File: src/rtl/vending_pkg.sv
// vending_pkg - shared definitions for the vending machine front-end.
//   COIN_1/COIN_2/COIN_4 : coin value codes, also used by the vending state machine
//   acc_state_e          : coin_acceptor FSM states
package vending_pkg;

    localparam logic [3:0] COIN_1 = 4'd1;
    localparam logic [3:0] COIN_2 = 4'd2;
    localparam logic [3:0] COIN_4 = 4'd4;

    typedef enum logic [2:0] {
        IDLE,
        MEASURE,
        CLASSIFY,
        EMIT,
        JAM,
        GAP
    } acc_state_e;

endpackage

File: src/rtl/coin_debounce.sv
// coin_debounce - 2-FF synchronizer plus optional debounce filter for the
// coin-slot light barrier.
//   clk, rst_n : clock, asynchronous active-low reset
//   raw        : light barrier, high = blocked, asynchronous to clk
//   level      : filtered sensor level (sense_f)
// Configuration macro: COIN_ACCEPTOR_DEBOUNCE_EN. When defined, the level
// changes only after DEB_CYCLES consecutive differing synchronized samples,
// which delays both edges equally so pulse widths are preserved. When
// undefined, level is the synchronizer output.
module coin_debounce #(
    parameter int DEB_CYCLES = 4
) (
    input  logic clk,
    input  logic rst_n,
    input  logic raw,
    output logic level
);

    logic [1:0] sync;

    always_ff @(posedge clk or negedge rst_n) begin
        if (!rst_n) sync <= 2'b00;
        else        sync <= {sync[0], raw};
    end

`ifdef COIN_ACCEPTOR_DEBOUNCE_EN
    localparam int DW = $clog2(DEB_CYCLES + 1);

    logic [DW-1:0] deb_cnt;
    logic          filt;

    // Any sample agreeing with the current level restarts the run count.
    always_ff @(posedge clk or negedge rst_n) begin
        if (!rst_n) begin
            deb_cnt <= '0;
            filt    <= 1'b0;
        end else if (sync[1] == filt) begin
            deb_cnt <= '0;
        end else if (deb_cnt == DW'(DEB_CYCLES - 1)) begin
            filt    <= sync[1];
            deb_cnt <= '0;
        end else begin
            deb_cnt <= deb_cnt + 1'b1;
        end
    end

    assign level = filt;
`else
    logic deb_unused;
    assign deb_unused = (DEB_CYCLES > 0);
    assign level      = sync[1];
`endif

endmodule

File: src/rtl/coin_acceptor.sv
// coin_acceptor - measures how long a coin blocks the light barrier and
// classifies it into a coin value for the vending state machine.
//   clk50m     : 50 MHz system clock
//   rst_n      : asynchronous active-low reset
//   coin_sense : raw light barrier (high = blocked), asynchronous
//   accept_en  : coins may be credited (sampled in CLASSIFY only)
//   coin       : value of the last credited coin, held until the next one
//   new_coin   : one-cycle strobe, coin valid
//   reject     : one-cycle pulse opening the return flap
//   busy       : registered, high whenever the FSM is not IDLE
// Configuration macro: COIN_ACCEPTOR_DEBOUNCE_EN (see coin_debounce).
module coin_acceptor
    import vending_pkg::*;
#(
    parameter int DEB_CYCLES = 4,
    parameter int CNT_W      = 16,
    parameter int T1_MIN     = 50,
    parameter int T1_MAX     = 99,
    parameter int T2_MIN     = 100,
    parameter int T2_MAX     = 149,
    parameter int T4_MIN     = 150,
    parameter int T4_MAX     = 199,
    parameter int JAM_CYCLES = 1000,
    parameter int GAP_CYCLES = 20
) (
    input  logic       clk50m,
    input  logic       rst_n,
    input  logic       coin_sense,
    input  logic       accept_en,
    output logic [3:0] coin,
    output logic       new_coin,
    output logic       reject,
    output logic       busy
);

    logic             sense_f;
    acc_state_e       state, state_nxt;
    logic [CNT_W-1:0] cnt, cnt_nxt, cnt_inc;
    logic [CNT_W-1:0] gap_cnt, gap_nxt;
    logic [3:0]       coin_nxt;
    logic             new_coin_nxt, reject_nxt;
    logic             match;
    logic [3:0]       match_val;

    coin_debounce #(.DEB_CYCLES(DEB_CYCLES)) u_deb (
        .clk   (clk50m),
        .rst_n (rst_n),
        .raw   (coin_sense),
        .level (sense_f)
    );

    // Lowest window is tested first so overlaps resolve to the smaller value.
    always_comb begin
        match     = 1'b0;
        match_val = 4'd0;
        if (cnt >= CNT_W'(T1_MIN) && cnt <= CNT_W'(T1_MAX)) begin
            match     = 1'b1;
            match_val = COIN_1;
        end else if (cnt >= CNT_W'(T2_MIN) && cnt <= CNT_W'(T2_MAX)) begin
            match     = 1'b1;
            match_val = COIN_2;
        end else if (cnt >= CNT_W'(T4_MIN) && cnt <= CNT_W'(T4_MAX)) begin
            match     = 1'b1;
            match_val = COIN_4;
        end
    end

    // Saturating increment: the width counter never wraps.
    assign cnt_inc = (cnt == '1) ? cnt : cnt + 1'b1;

    always_comb begin
        state_nxt    = state;
        cnt_nxt      = cnt;
        gap_nxt      = gap_cnt;
        coin_nxt     = coin;
        new_coin_nxt = 1'b0;
        reject_nxt   = 1'b0;
        case (state)
            IDLE: begin
                // GAP guarantees sense_f was clear before IDLE, so a high
                // level here is a fresh rising edge.
                if (sense_f) begin
                    state_nxt = MEASURE;
                    cnt_nxt   = CNT_W'(1);
                end
            end
            MEASURE: begin
                if (!sense_f) begin
                    state_nxt = CLASSIFY;
                end else begin
                    cnt_nxt = cnt_inc;
                    if (cnt_inc >= CNT_W'(JAM_CYCLES)) begin
                        state_nxt  = JAM;
                        reject_nxt = 1'b1;
                    end
                end
            end
            CLASSIFY: begin
                gap_nxt = '0;
                if (match && accept_en) begin
                    // coin and new_coin register together and are seen during EMIT.
                    state_nxt    = EMIT;
                    coin_nxt     = match_val;
                    new_coin_nxt = 1'b1;
                end else begin
                    state_nxt  = GAP;
                    reject_nxt = 1'b1;
                end
            end
            EMIT: begin
                state_nxt = GAP;
                gap_nxt   = '0;
            end
            JAM: begin
                if (!sense_f) begin
                    state_nxt = GAP;
                    gap_nxt   = '0;
                end
            end
            GAP: begin
                // Blockage during the gap restarts the count and is otherwise ignored.
                if (sense_f) begin
                    gap_nxt = '0;
                end else if (gap_cnt >= CNT_W'(GAP_CYCLES - 1)) begin
                    state_nxt = IDLE;
                    gap_nxt   = '0;
                end else begin
                    gap_nxt = gap_cnt + 1'b1;
                end
            end
            default: begin
                state_nxt = IDLE;
                cnt_nxt   = '0;
                gap_nxt   = '0;
            end
        endcase
    end

    always_ff @(posedge clk50m or negedge rst_n) begin
        if (!rst_n) begin
            state    <= IDLE;
            cnt      <= '0;
            gap_cnt  <= '0;
            coin     <= 4'd0;
            new_coin <= 1'b0;
            reject   <= 1'b0;
            busy     <= 1'b0;
        end else begin
            state    <= state_nxt;
            cnt      <= cnt_nxt;
            gap_cnt  <= gap_nxt;
            coin     <= coin_nxt;
            new_coin <= new_coin_nxt;
            reject   <= reject_nxt;
            busy     <= (state_nxt != IDLE);
        end
    end

endmodule

File: config.mk
export PLATFORM = sky130hd
export DESIGN_NAME = coin_acceptor
export DESIGN_NICKNAME = d
export VERILOG_FILES = /design/src/rtl/vending_pkg.sv /design/src/rtl/coin_debounce.sv /design/src/rtl/coin_acceptor.sv
export SDC_FILE = /design/constraint.sdc
export NUM_CORES = 1
export LEC_CHECK = 0
export ABC_AREA = 1
export CORE_MARGIN = 10
export CORE_UTILIZATION = 45
export DETAILED_ROUTE_END_ITERATION = 10
export GPL_ROUTABILITY_DRIVEN = 0
export GPL_TIMING_DRIVEN = 1
export PLACE_DENSITY = 0.66
export SLEW_MARGIN = 20
export SYNTH_ARGS = -nofsm -noshare
export SYNTH_HDL_FRONTEND = slang
export SYNTH_HIERARCHICAL = 1
export SYNTH_SLANG_ARGS = --single-unit
File: constraint.sdc
create_clock -name clk50m -period 2.3 [get_ports clk50m]
set_clock_uncertainty 0.05 [all_clocks]
set_input_delay 0.23 -clock clk50m [delete_from_list [all_inputs] [get_ports clk50m]]
set_output_delay 0.23 -clock clk50m [all_outputs]
set_load 0.005 [all_outputs]
==> flow_summary.html, run 1 <==
<table>
<tr><th>Metric</th><th>Value</th></tr>
<tr><th colspan="2">Worst setup path</th></tr>
<tr><td>Library cell appearing most often on the critical path</td><td>sky130_fd_sc_hd__nand2_1</td></tr>
<tr><td>Origin of the critical flop-to-flop path</td><td>cnt[1]$_DFFE_PN0P_</td></tr>
<tr><td>Cell class contributing the biggest share of worst-path delay</td><td>simple AND/OR/NAND/NOR gates</td></tr>
<tr><td>CP max stage cell</td><td>sky130_fd_sc_hd__dfrtp_1</td></tr>
<tr><td>Critical path start-end classification</td><td>flop to flop</td></tr>
<tr><td>Crit path cell chain</td><td>ha_1 &gt; nand2_1 &gt; nor2_8 &gt; nand2_4 &gt; nor2_2 &gt; nand3_1 &gt; nand2_1 &gt; nand3_1 &gt; nor2_2 &gt; nand2_1 &gt; a21oi_2 &gt; nand2_1</td></tr>
<tr><td>Critical path arrival</td><td>2.22 ns</td></tr>
<tr><td>Data required, critical path</td><td>2.45 ns</td></tr>
<tr><td>FF-to-FF setup slack</td><td>0.23 ns</td></tr>
<tr><td>Endpoint of the worst-slack reg-to-reg timing path</td><td>busy$_DFF_PN0_</td></tr>
<tr><td>Maximum fanout encountered on the critical timing path</td><td>8</td></tr>
<tr><td>Launching element type of the critical path</td><td>flop</td></tr>
<tr><td>Delay of the slowest cell on the worst path</td><td>0.46 ns</td></tr>
<tr><td>Critical Path End Type</td><td>flop</td></tr>
<tr><td>Critical path buffer and inverter count</td><td>0</td></tr>
<tr><td>R2R cell count</td><td>12</td></tr>
<tr><th colspan="2">STA</th></tr>
<tr><td>Setup repair after global routing missed its margin</td><td>false</td></tr>
<tr><td>TNS Setup</td><td>0 ns</td></tr>
<tr><td>Final Hold Fails</td><td>0</td></tr>
<tr><td>Final max-slew violation count</td><td>0</td></tr>
<tr><td>Slew at the pin with the worst max-slew slack</td><td>0.590 ns</td></tr>
<tr><td>Final min period</td><td>2.07 ns</td></tr>
<tr><td>Worst slew margin relative to its limit</td><td>60.7%</td></tr>
<tr><td>Final setup violation count</td><td>0</td></tr>
<tr><td>Tightest hold margin</td><td>0.308 ns</td></tr>
<tr><td>Fmax</td><td>483 MHz</td></tr>
<tr><td>Final critical-path share of the clock period</td><td>90.0%</td></tr>
<tr><th colspan="2">Hold path</th></tr>
<tr><td>Path class of the lowest-slack min-delay path</td><td>flop to flop</td></tr>
<tr><td>Hold Path End</td><td>u_deb/sync[1]$_DFF_PN0_</td></tr>
<tr><td>Hold depth</td><td>0</td></tr>
<tr><td>Worst Min Path Start</td><td>u_deb/sync[0]$_DFF_PN0_</td></tr>
<tr><th colspan="2">Power</th></tr>
<tr><td>Highest ir drop seen on vdd</td><td>0.439 mV</td></tr>
<tr><td>Pwr Density</td><td>753 nW/um2</td></tr>
<tr><td>Static leakage</td><td>1.39 nW</td></tr>
<tr><th colspan="2">Layout</th></tr>
<tr><td>Multi-input combinational cell area</td><td>1190 um2</td></tr>
<tr><td>Fill cell instance count of the final layout</td><td>539</td></tr>
<tr><td>Fraction of final layout cells with drive strength greater than 1</td><td>10.4%</td></tr>
<tr><td>Diode count</td><td>0</td></tr>
<tr><td>Area occupied by registers</td><td>1080 um2</td></tr>
<tr><td>Syn-to-layout area delta</td><td>11.6%</td></tr>
<tr><td>Count of nets after finishing</td><td>354</td></tr>
<tr><th colspan="2">Clocking</th></tr>
<tr><td>Maximum level of the CTS H-tree</td><td>2</td></tr>
<tr><td>CTS tree</td><td>done</td></tr>
<tr><td>Clk Latency, worst-skew pair</td><td>0.30 ns</td></tr>
<tr><td>CTS Root Cell</td><td>sky130_fd_sc_hd__clkbuf_8</td></tr>
<tr><td>Count of instances resized after the clock tree is built</td><td>0</td></tr>
<tr><td>Clock tree buffer depth</td><td>2</td></tr>
<tr><td>Clock-pin slew reported for the worst setup and hold paths after clock tree synthesis</td><td>0.09 ns</td></tr>
<tr><td>CTS buffer count</td><td>5</td></tr>
<tr><td># clock sinks</td><td>43</td></tr>
<tr><th colspan="2">Route</th></tr>
<tr><td>Routed wire length per instance</td><td>12.8 um</td></tr>
<tr><td>DR pass1 iterations</td><td>4</td></tr>
<tr><td>Via count normalized by instance count</td><td>5.02</td></tr>
<tr><td>Total number of vias</td><td>2100</td></tr>
<tr><td>Initial detailed-routing violation count</td><td>98</td></tr>
<tr><td>Antenna Violating Nets Remaining</td><td>0</td></tr>
<tr><td>Wire length after detailed routing</td><td>5370 um</td></tr>
<tr><td>Remaining design rule violation count</td><td>0</td></tr>
<tr><th colspan="2">Synth</th></tr>
<tr><td>Post-synth EDFFs</td><td>0</td></tr>
<tr><td>Cell variety after synth</td><td>33</td></tr>
<tr><td>Asr flop ratio synth</td><td>100%</td></tr>
<tr><td>#FFs+latches synth</td><td>43</td></tr>
<tr><td>Syn Nets</td><td>337</td></tr>
<tr><td>Synthesized area per cell</td><td>7.63 um2</td></tr>
<tr><td>Seq/Total Area, Yosys</td><td>43.0%</td></tr>
<tr><td>Number of instances in the synthesized netlist</td><td>328</td></tr>
<tr><td>Commonest register cell after synthesis</td><td>sky130_fd_sc_hd__dfrtp_1</td></tr>
<tr><td>Yosys Warn Count</td><td>6</td></tr>
<tr><td>Post-Synthesis Cell Area</td><td>2500 um2</td></tr>
<tr><th colspan="2">Global route</th></tr>
<tr><td>Number of antenna violations at the first check in global routing</td><td>0</td></tr>
<tr><td>Pin count of the biggest net entering global routing</td><td>27</td></tr>
<tr><td>Via count of the first global-routing pass</td><td>2102</td></tr>
<tr><td>Overflow after GRT</td><td>0</td></tr>
<tr><td>Wire length of the first global-routing pass</td><td>9490 um</td></tr>
<tr><td>GRT Resource Usage Total</td><td>13.0%</td></tr>
<tr><th colspan="2">Floorplan</th></tr>
<tr><td>Area of the die</td><td>8950 um2</td></tr>
<tr><td>Core region area</td><td>5440 um2</td></tr>
<tr><td>Die X-Extent</td><td>94.6 um</td></tr>
<tr><td>Overall die height</td><td>94.6 um</td></tr>
<tr><td>Initial Util</td><td>46.0%</td></tr>
<tr><td>Std cell rows</td><td>27</td></tr>
<tr><td>Total I/O pin count</td><td>11</td></tr>
<tr><th colspan="2">Place</th></tr>
<tr><td>Number of buffer cells added on primary ports</td><td>9</td></tr>
<tr><td>Sum of net half-perimeters after detailed placement</td><td>4130 um</td></tr>
<tr><th colspan="2">Job</th></tr>
<tr><td>Max-cap violations</td><td>0</td></tr>
<tr><th colspan="2">Run status</th></tr>
<tr><td>Status</td><td>finished, final reports clean</td></tr>
</table>
==> metrics by stage <==
step                      instance area, um2  setup WS, ns  total power, W  instances  utilization (%)
after floorplan                         2500         0.480         0.00139        328                -
after global placement                  2690         0.278         0.00159        409             49.4
after detailed placement                2690         0.225         0.00160        409             49.4
after CTS                               2790         0.207         0.00213        418             51.4
after global routing                    2790        0.0171         0.00226        418             51.4
final                                   2790         0.231         0.00210        418             51.4
==> kinds of logic after synthesis <==
kind of cell	share of synthesized area, %
and+or+nand+nor	33.5
adders and majority gates	2.50
AOI/OAI and AO/OA	9.65
DFF	43.0
xor gates and xnor gates	1.75
other	0.150
buffers and inverters	9.49
==> how the worst max path moves through the flow <==
stage                     slack (ns)  cells after the start                from             end
after CTS                       0.21                     12  cnt[1]$_DFFE_PN0P_  busy$_DFF_PN0_
after floorplan                 0.48                     12  cnt[1]$_DFFE_PN0P_  busy$_DFF_PN0_
after global placement          0.28                      9  cnt[2]$_DFFE_PN0P_  busy$_DFF_PN0_
after detailed placement        0.23                     12  cnt[1]$_DFFE_PN0P_  busy$_DFF_PN0_
after global routing            0.02                     12  cnt[1]$_DFFE_PN0P_  busy$_DFF_PN0_
final                           0.23                     12  cnt[1]$_DFFE_PN0P_  busy$_DFF_PN0_
==> what timing repair did <==
item	4_1_cts	5_1_grt
hold buffers	1	0
buffers inserted	0	0
endpoints found under the hold margin	24	0
==> flip-flops by register name (all words and copies together) (netlist names) <==
name	flops
cnt	16
gap_cnt	16
coin	3
state	3
u_deb/sync	2
busy	1
new_coin	1
reject	1
==> layout make-up <==
| class | instances | area share, % |
|---|---|---|
| multi-input combinational | 226 | 42.6 |
| sequential | 43 | 38.5 |
| inverter | 53 | 7.12 |
| timing repair buffer | 16 | 5.02 |
| tap | 72 | 3.22 |
| clock buffer | 6 | 2.96 |
| clock inverter | 2 | 0.582 |
==> cells in the final DEF (no fill, tap or decap), types with 8 or more instances in the layout <==
cell,instances
sky130_fd_sc_hd__inv_1,52
sky130_fd_sc_hd__nand4_1,14
sky130_fd_sc_hd__nand2_1,66
sky130_fd_sc_hd__o22ai_1,9
sky130_fd_sc_hd__o21ai_0,16
sky130_fd_sc_hd__dfrtp_1,43
sky130_fd_sc_hd__nand3_1,29
sky130_fd_sc_hd__clkdlybuf4s50_1,8
sky130_fd_sc_hd__nor2_1,39
sky130_fd_sc_hd__a21oi_1,8
==> per-layer routing <==
layer | wire (um) | global-route usage (%) | share of wire [%]
met2 | 2520 | 21.4 | 47
met4 | 110 | 5.11 | 2.0
met5 | 0 | 0 | 0
met3 | 261 | 2.93 | 4.9
met1 | 2480 | 16.3 | 46
==> where the power goes <==
part	internal [W]	total [W]	switching (W)
sequential	0.000830	0.000925	0.0000956
combinational	0.000237	0.000655	0.000418
clock	0.000245	0.000523	0.000278
==> synth_stat cells, types with 2 or more instances <==
| cell type | instances | share of area, % |
|---|---|---|
| sky130_fd_sc_hd__inv_1 | 52 | 7.8 |
| sky130_fd_sc_hd__nand4_1 | 14 | 3.5 |
| sky130_fd_sc_hd__a21oi_2 | 2 | 0.70 |
| sky130_fd_sc_hd__nor2_2 | 6 | 1.5 |
| sky130_fd_sc_hd__xor2_1 | 5 | 1.7 |
| sky130_fd_sc_hd__a21oi_1 | 8 | 1.6 |
| sky130_fd_sc_hd__nor2_4 | 2 | 0.90 |
| sky130_fd_sc_hd__nor2_8 | 2 | 1.6 |
| sky130_fd_sc_hd__nor3_1 | 6 | 1.2 |
| sky130_fd_sc_hd__o21ai_0 | 16 | 3.2 |
| sky130_fd_sc_hd__o21ai_1 | 3 | 0.60 |
| sky130_fd_sc_hd__buf_4 | 4 | 1.2 |
| sky130_fd_sc_hd__dfrtp_1 | 43 | 43 |
| sky130_fd_sc_hd__o22ai_1 | 9 | 2.2 |
| sky130_fd_sc_hd__nand2_1 | 66 | 9.9 |
| sky130_fd_sc_hd__nand2_2 | 3 | 0.75 |
| sky130_fd_sc_hd__nor2_1 | 39 | 5.8 |
| sky130_fd_sc_hd__nand3_1 | 29 | 5.8 |
| sky130_fd_sc_hd__ha_1 | 5 | 2.5 |
(Power assumes the default switching activity.)
==> inputs of run 2 (changes only) <==
--- a/config.mk
+++ b/config.mk
@@ -12,6 +12,7 @@
 export GPL_ROUTABILITY_DRIVEN = 0
 export GPL_TIMING_DRIVEN = 1
 export PLACE_DENSITY = 0.66
+export SETUP_SLACK_MARGIN = 0.3
 export SLEW_MARGIN = 20
 export SYNTH_ARGS = -nofsm -noshare
 export SYNTH_HDL_FRONTEND = slang
==> run 2 against run 1 <==
  * Final cell count rose by 2.4%
  * Clock-buffer cell count did not move
  * Sequential share of layout area down 2.0 points
  * First-iteration DRC count decreased by 8.2%
  * Via count up 5.2%
  * Sequential power up 2%
  * Clock power up 1%
  * Critical path type unchanged
  * Largest cell class unchanged
  * Largest power group unchanged
==> flow_summary.html, run 2 (synthesis gave the netlist of run 1 again) <==
<table>
<tr><th>Metric</th><th>Value</th></tr>
<tr><th colspan="2">Run status</th></tr>
<tr><td>Status</td><td>finished, final reports clean (unchanged)</td></tr>
<tr><th colspan="2">Layout</th></tr>
<tr><td>Syn-to-layout area delta</td><td>18.6% (was 11.6%)</td></tr>
<tr><td>Fill cell instance count of the final layout</td><td>519 (was 539)</td></tr>
<tr><td>Fraction of final layout cells with drive strength greater than 1</td><td>18.5% (was 10.4%)</td></tr>
<tr><td>Largest registers in the final layout</td><td>cnt (16), gap_cnt (16) (unchanged)</td></tr>
<tr><td>Post-Route Utilization</td><td>54.6% (was 51.4%)</td></tr>
<tr><td>Most common library cell in the layout ignoring fill and taps</td><td>sky130_fd_sc_hd__nand2_1 (unchanged)</td></tr>
<tr><td>Most used cells in the layout excluding fill and tap cells</td><td>sky130_fd_sc_hd__nand2_1 (60), sky130_fd_sc_hd__inv_1 (49), sky130_fd_sc_hd__nor2_1 (39) (was sky130_fd_sc_hd__nand2_1 (66), sky130_fd_sc_hd__inv_1 (52), sky130_fd_sc_hd__dfrtp_1 (43))</td></tr>
<tr><td>Post-layout instance area</td><td>2970 um2 (was 2790 um2)</td></tr>
<tr><td>Count of nets after finishing</td><td>364 (was 354)</td></tr>
<tr><td>Diode count</td><td>0 (unchanged)</td></tr>
<tr><th colspan="2">Worst setup path</th></tr>
<tr><td>FF-to-FF setup slack</td><td>0.39 ns (was 0.23 ns)</td></tr>
<tr><td>Critical path arrival</td><td>2.06 ns (was 2.22 ns)</td></tr>
<tr><td>Critical Path End Type</td><td>flop (unchanged)</td></tr>
<tr><td>Endpoint of the worst-slack reg-to-reg timing path</td><td>busy$_DFF_PN0_ (unchanged)</td></tr>
<tr><td>Critical path start-end classification</td><td>flop to flop (unchanged)</td></tr>
<tr><td>R2R cell count</td><td>13 (was 12)</td></tr>
<tr><td>Origin of the critical flop-to-flop path</td><td>cnt[0]$_DFFE_PN0P_ (was cnt[1]$_DFFE_PN0P_)</td></tr>
<tr><td>Launching element type of the critical path</td><td>flop (unchanged)</td></tr>
<tr><td>Maximum fanout encountered on the critical timing path</td><td>4 (was 8)</td></tr>
<tr><td>Data required, critical path</td><td>2.45 ns (about the same)</td></tr>
<tr><th colspan="2">Global route</th></tr>
<tr><td>GRT Resource Usage Total</td><td>13.1% (was 13.0%)</td></tr>
<tr><td>Overflow after GRT</td><td>0 (unchanged)</td></tr>
<tr><td>Via count of the first global-routing pass</td><td>2111 (was 2102)</td></tr>
<tr><td>Number of antenna violations at the first check in global routing</td><td>0 (unchanged)</td></tr>
<tr><td>Wire length of the first global-routing pass</td><td>9560 um (was 9490 um)</td></tr>
<tr><td>Pin count of the biggest net entering global routing</td><td>27 (unchanged)</td></tr>
<tr><th colspan="2">Power</th></tr>
<tr><td>Switching fraction of total power</td><td>38.3% (was 37.6%)</td></tr>
<tr><td>Internal power summed over all cells</td><td>0.00138 W (was 0.00131 W)</td></tr>
<tr><td>Part of the power in combinational logic</td><td>34.4% (was 31.1%)</td></tr>
<tr><td>Pwr Density</td><td>754 nW/um2 (was 753 nW/um2)</td></tr>
<tr><td>Clock network power share</td><td>23.6% (was 24.9%)</td></tr>
<tr><td>Power Total</td><td>0.00224 W (was 0.00210 W)</td></tr>
<tr><td>Sequential share of power</td><td>42.1% (was 44.0%)</td></tr>
<tr><td>Sw Pwr</td><td>0.000857 W (was 0.000791 W)</td></tr>
<tr><td>Static leakage</td><td>1.46 nW (was 1.39 nW)</td></tr>
<tr><td>Highest ir drop seen on vdd</td><td>0.544 mV (was 0.439 mV)</td></tr>
<tr><th colspan="2">Clocking</th></tr>
<tr><td>Maximum level of the CTS H-tree</td><td>2 (unchanged)</td></tr>
<tr><td>CTS buffer count</td><td>5 (unchanged)</td></tr>
<tr><td>Clk Latency, worst-skew pair</td><td>0.30 ns (about the same)</td></tr>
<tr><td># clock sinks</td><td>43 (unchanged)</td></tr>
<tr><td>CTS Root Cell</td><td>sky130_fd_sc_hd__clkbuf_8 (unchanged)</td></tr>
<tr><td>CTS tree</td><td>done (unchanged)</td></tr>
<tr><td>Clock-pin slew reported for the worst setup and hold paths after clock tree synthesis</td><td>0.09 ns (about the same)</td></tr>
<tr><td>Clock tree buffer depth</td><td>2 (unchanged)</td></tr>
<tr><th colspan="2">STA</th></tr>
<tr><td>Final setup violation count</td><td>0 (unchanged)</td></tr>
<tr><td>Final max-slew violation count</td><td>0 (unchanged)</td></tr>
<tr><td>Final min period</td><td>1.91 ns (was 2.07 ns)</td></tr>
<tr><td>Setup repair after global routing missed its margin</td><td>true (was false)</td></tr>
<tr><td>Worst slew margin relative to its limit</td><td>60.0% (was 60.7%)</td></tr>
<tr><td>Slew at the pin with the worst max-slew slack</td><td>0.600 ns (was 0.590 ns)</td></tr>
<tr><td>Fmax</td><td>525 MHz (was 483 MHz)</td></tr>
<tr><td>TNS Setup</td><td>0 ns (unchanged)</td></tr>
<tr><td>Final Hold Fails</td><td>0 (unchanged)</td></tr>
<tr><td>Final critical-path share of the clock period</td><td>82.8% (was 90.0%)</td></tr>
<tr><th colspan="2">Route</th></tr>
<tr><td>Wire length after detailed routing</td><td>5770 um (was 5370 um)</td></tr>
<tr><td>Antenna Violating Nets Remaining</td><td>0 (unchanged)</td></tr>
<tr><td>Via count normalized by instance count</td><td>5.16 (was 5.02)</td></tr>
<tr><td>Remaining design rule violation count</td><td>0 (unchanged)</td></tr>
<tr><td>Total number of vias</td><td>2209 (was 2100)</td></tr>
<tr><td>Initial detailed-routing violation count</td><td>90 (was 98)</td></tr>
<tr><td>Routed wire length per instance</td><td>13.5 um (was 12.8 um)</td></tr>
<tr><td>DR pass1 iterations</td><td>4 (unchanged)</td></tr>
<tr><th colspan="2">Hold path</th></tr>
<tr><td>Path class of the lowest-slack min-delay path</td><td>flop to flop (unchanged)</td></tr>
<tr><td>Hold depth</td><td>0 (unchanged)</td></tr>
<tr><td>Worst Min Path Start</td><td>u_deb/sync[0]$_DFF_PN0_ (unchanged)</td></tr>
<tr><td>Hold Path End</td><td>u_deb/sync[1]$_DFF_PN0_ (unchanged)</td></tr>
<tr><th colspan="2">Place</th></tr>
<tr><td>Total placed instance area</td><td>2690 um2 (unchanged)</td></tr>
<tr><td>Number of buffer cells added on primary ports</td><td>9 (unchanged)</td></tr>
<tr><td>Sum of net half-perimeters after detailed placement</td><td>4130 um (unchanged)</td></tr>
<tr><th colspan="2">Floorplan</th></tr>
<tr><td>Area of the die</td><td>8950 um2 (unchanged)</td></tr>
<tr><td>Total I/O pin count</td><td>11 (unchanged)</td></tr>
<tr><td>Core region area</td><td>5440 um2 (unchanged)</td></tr>
<tr><td>Std cell rows</td><td>27 (unchanged)</td></tr>
<tr><td>Initial Util</td><td>46.0% (unchanged)</td></tr>
<tr><td>Overall die height</td><td>94.6 um (unchanged)</td></tr>
<tr><td>Die X-Extent</td><td>94.6 um (unchanged)</td></tr>
<tr><th colspan="2">Job</th></tr>
<tr><td>Max-cap violations</td><td>0 (unchanged)</td></tr>
</table>
-- run 2: changes by cell type in the layout (fill, tap and decap cells not counted), sizes merged --
| cell | before | now |
|---|---|---|
| buf | 7 | 17 |
-- run 2: worst max-delay path: stages (launching register included) --
cell                      delay (ns)
sky130_fd_sc_hd__dfrtp_2        0.44
sky130_fd_sc_hd__ha_4           0.17
sky130_fd_sc_hd__buf_4          0.11
sky130_fd_sc_hd__nand3_1        0.12
sky130_fd_sc_hd__o21ai_0        0.18
sky130_fd_sc_hd__nand2_1        0.07
sky130_fd_sc_hd__nand2_1        0.08
sky130_fd_sc_hd__nand2_1        0.06
sky130_fd_sc_hd__nor2_1         0.11
sky130_fd_sc_hd__nand2_1        0.11
sky130_fd_sc_hd__nand3_1        0.11
sky130_fd_sc_hd__nand2_2        0.05
sky130_fd_sc_hd__nor2_1         0.08
sky130_fd_sc_hd__nand2_1        0.05
-- run 2: power groups by stage --
stage | sequential [W] | combinational (W) | clock [W]
after global placement | 0.000937 | 0.000655 | 0
after global routing | 0.000949 | 0.000867 | 0.000566
after CTS | 0.000917 | 0.000698 | 0.000543
final | 0.000942 | 0.000769 | 0.000528
after floorplan | 0.000906 | 0.000482 | 0
after detailed placement | 0.000936 | 0.000662 | 0
-- run 2: final cells by class --
type	count	area (um2)	share of cell area (%)
Tap cell	72	90.1	3.03
Sequential cell	43	1080	36.5
Clock buffer	6	82.6	2.78
Inverter	53	199	6.70
Multi-Input combinational cell	226	1270	42.9
Clock inverter	2	16.3	0.548
Timing Repair Buffer	26	223	7.50
-- run 2: per-stage QoR --
step | setup WS (ns) | instances | hold WS, ns
finish | 0.395 | 428 | 0.308
global route | 0.259 | 428 | 0.304
CTS | 0.302 | 421 | 0.307
detailed placement | 0.225 | 409 | 0.226
global placement | 0.278 | 409 | 0.218
floorplan | 0.480 | 328 | -0.116
-- run 2: how the worst max path moves through the flow --
stage | from | end | slack (ns) | cells after the start
floorplan | cnt[1]$_DFFE_PN0P_ | busy$_DFF_PN0_ | 0.48 | 12
global placement | cnt[2]$_DFFE_PN0P_ | busy$_DFF_PN0_ | 0.28 | 9
detailed placement | cnt[1]$_DFFE_PN0P_ | busy$_DFF_PN0_ | 0.23 | 12
CTS | cnt[2]$_DFFE_PN0P_ | busy$_DFF_PN0_ | 0.30 | 9
global route | cnt[0]$_DFFE_PN0P_ | busy$_DFF_PN0_ | 0.26 | 13
finish | cnt[0]$_DFFE_PN0P_ | busy$_DFF_PN0_ | 0.39 | 13
-- run 2: what timing repair did --
action	4_1_cts	5_1_grt
setup endpoints to repair	2	12
setup buffers	3	7
resized for setup	3	27
pin swaps	1	10
hold buffers	1	0
hold endpoints to repair	24	0
-- run 2: per-layer routing --
layer,vias up,GRT usage (%),part of all wire (%),wire [um]
met1,1027,16.3,45,2570
met4,0,4.36,2.3,131
met3,11,2.93,4.5,259
met2,50,22.0,49,2800
li1,1121,-,-,-
met5,-,0,0,0
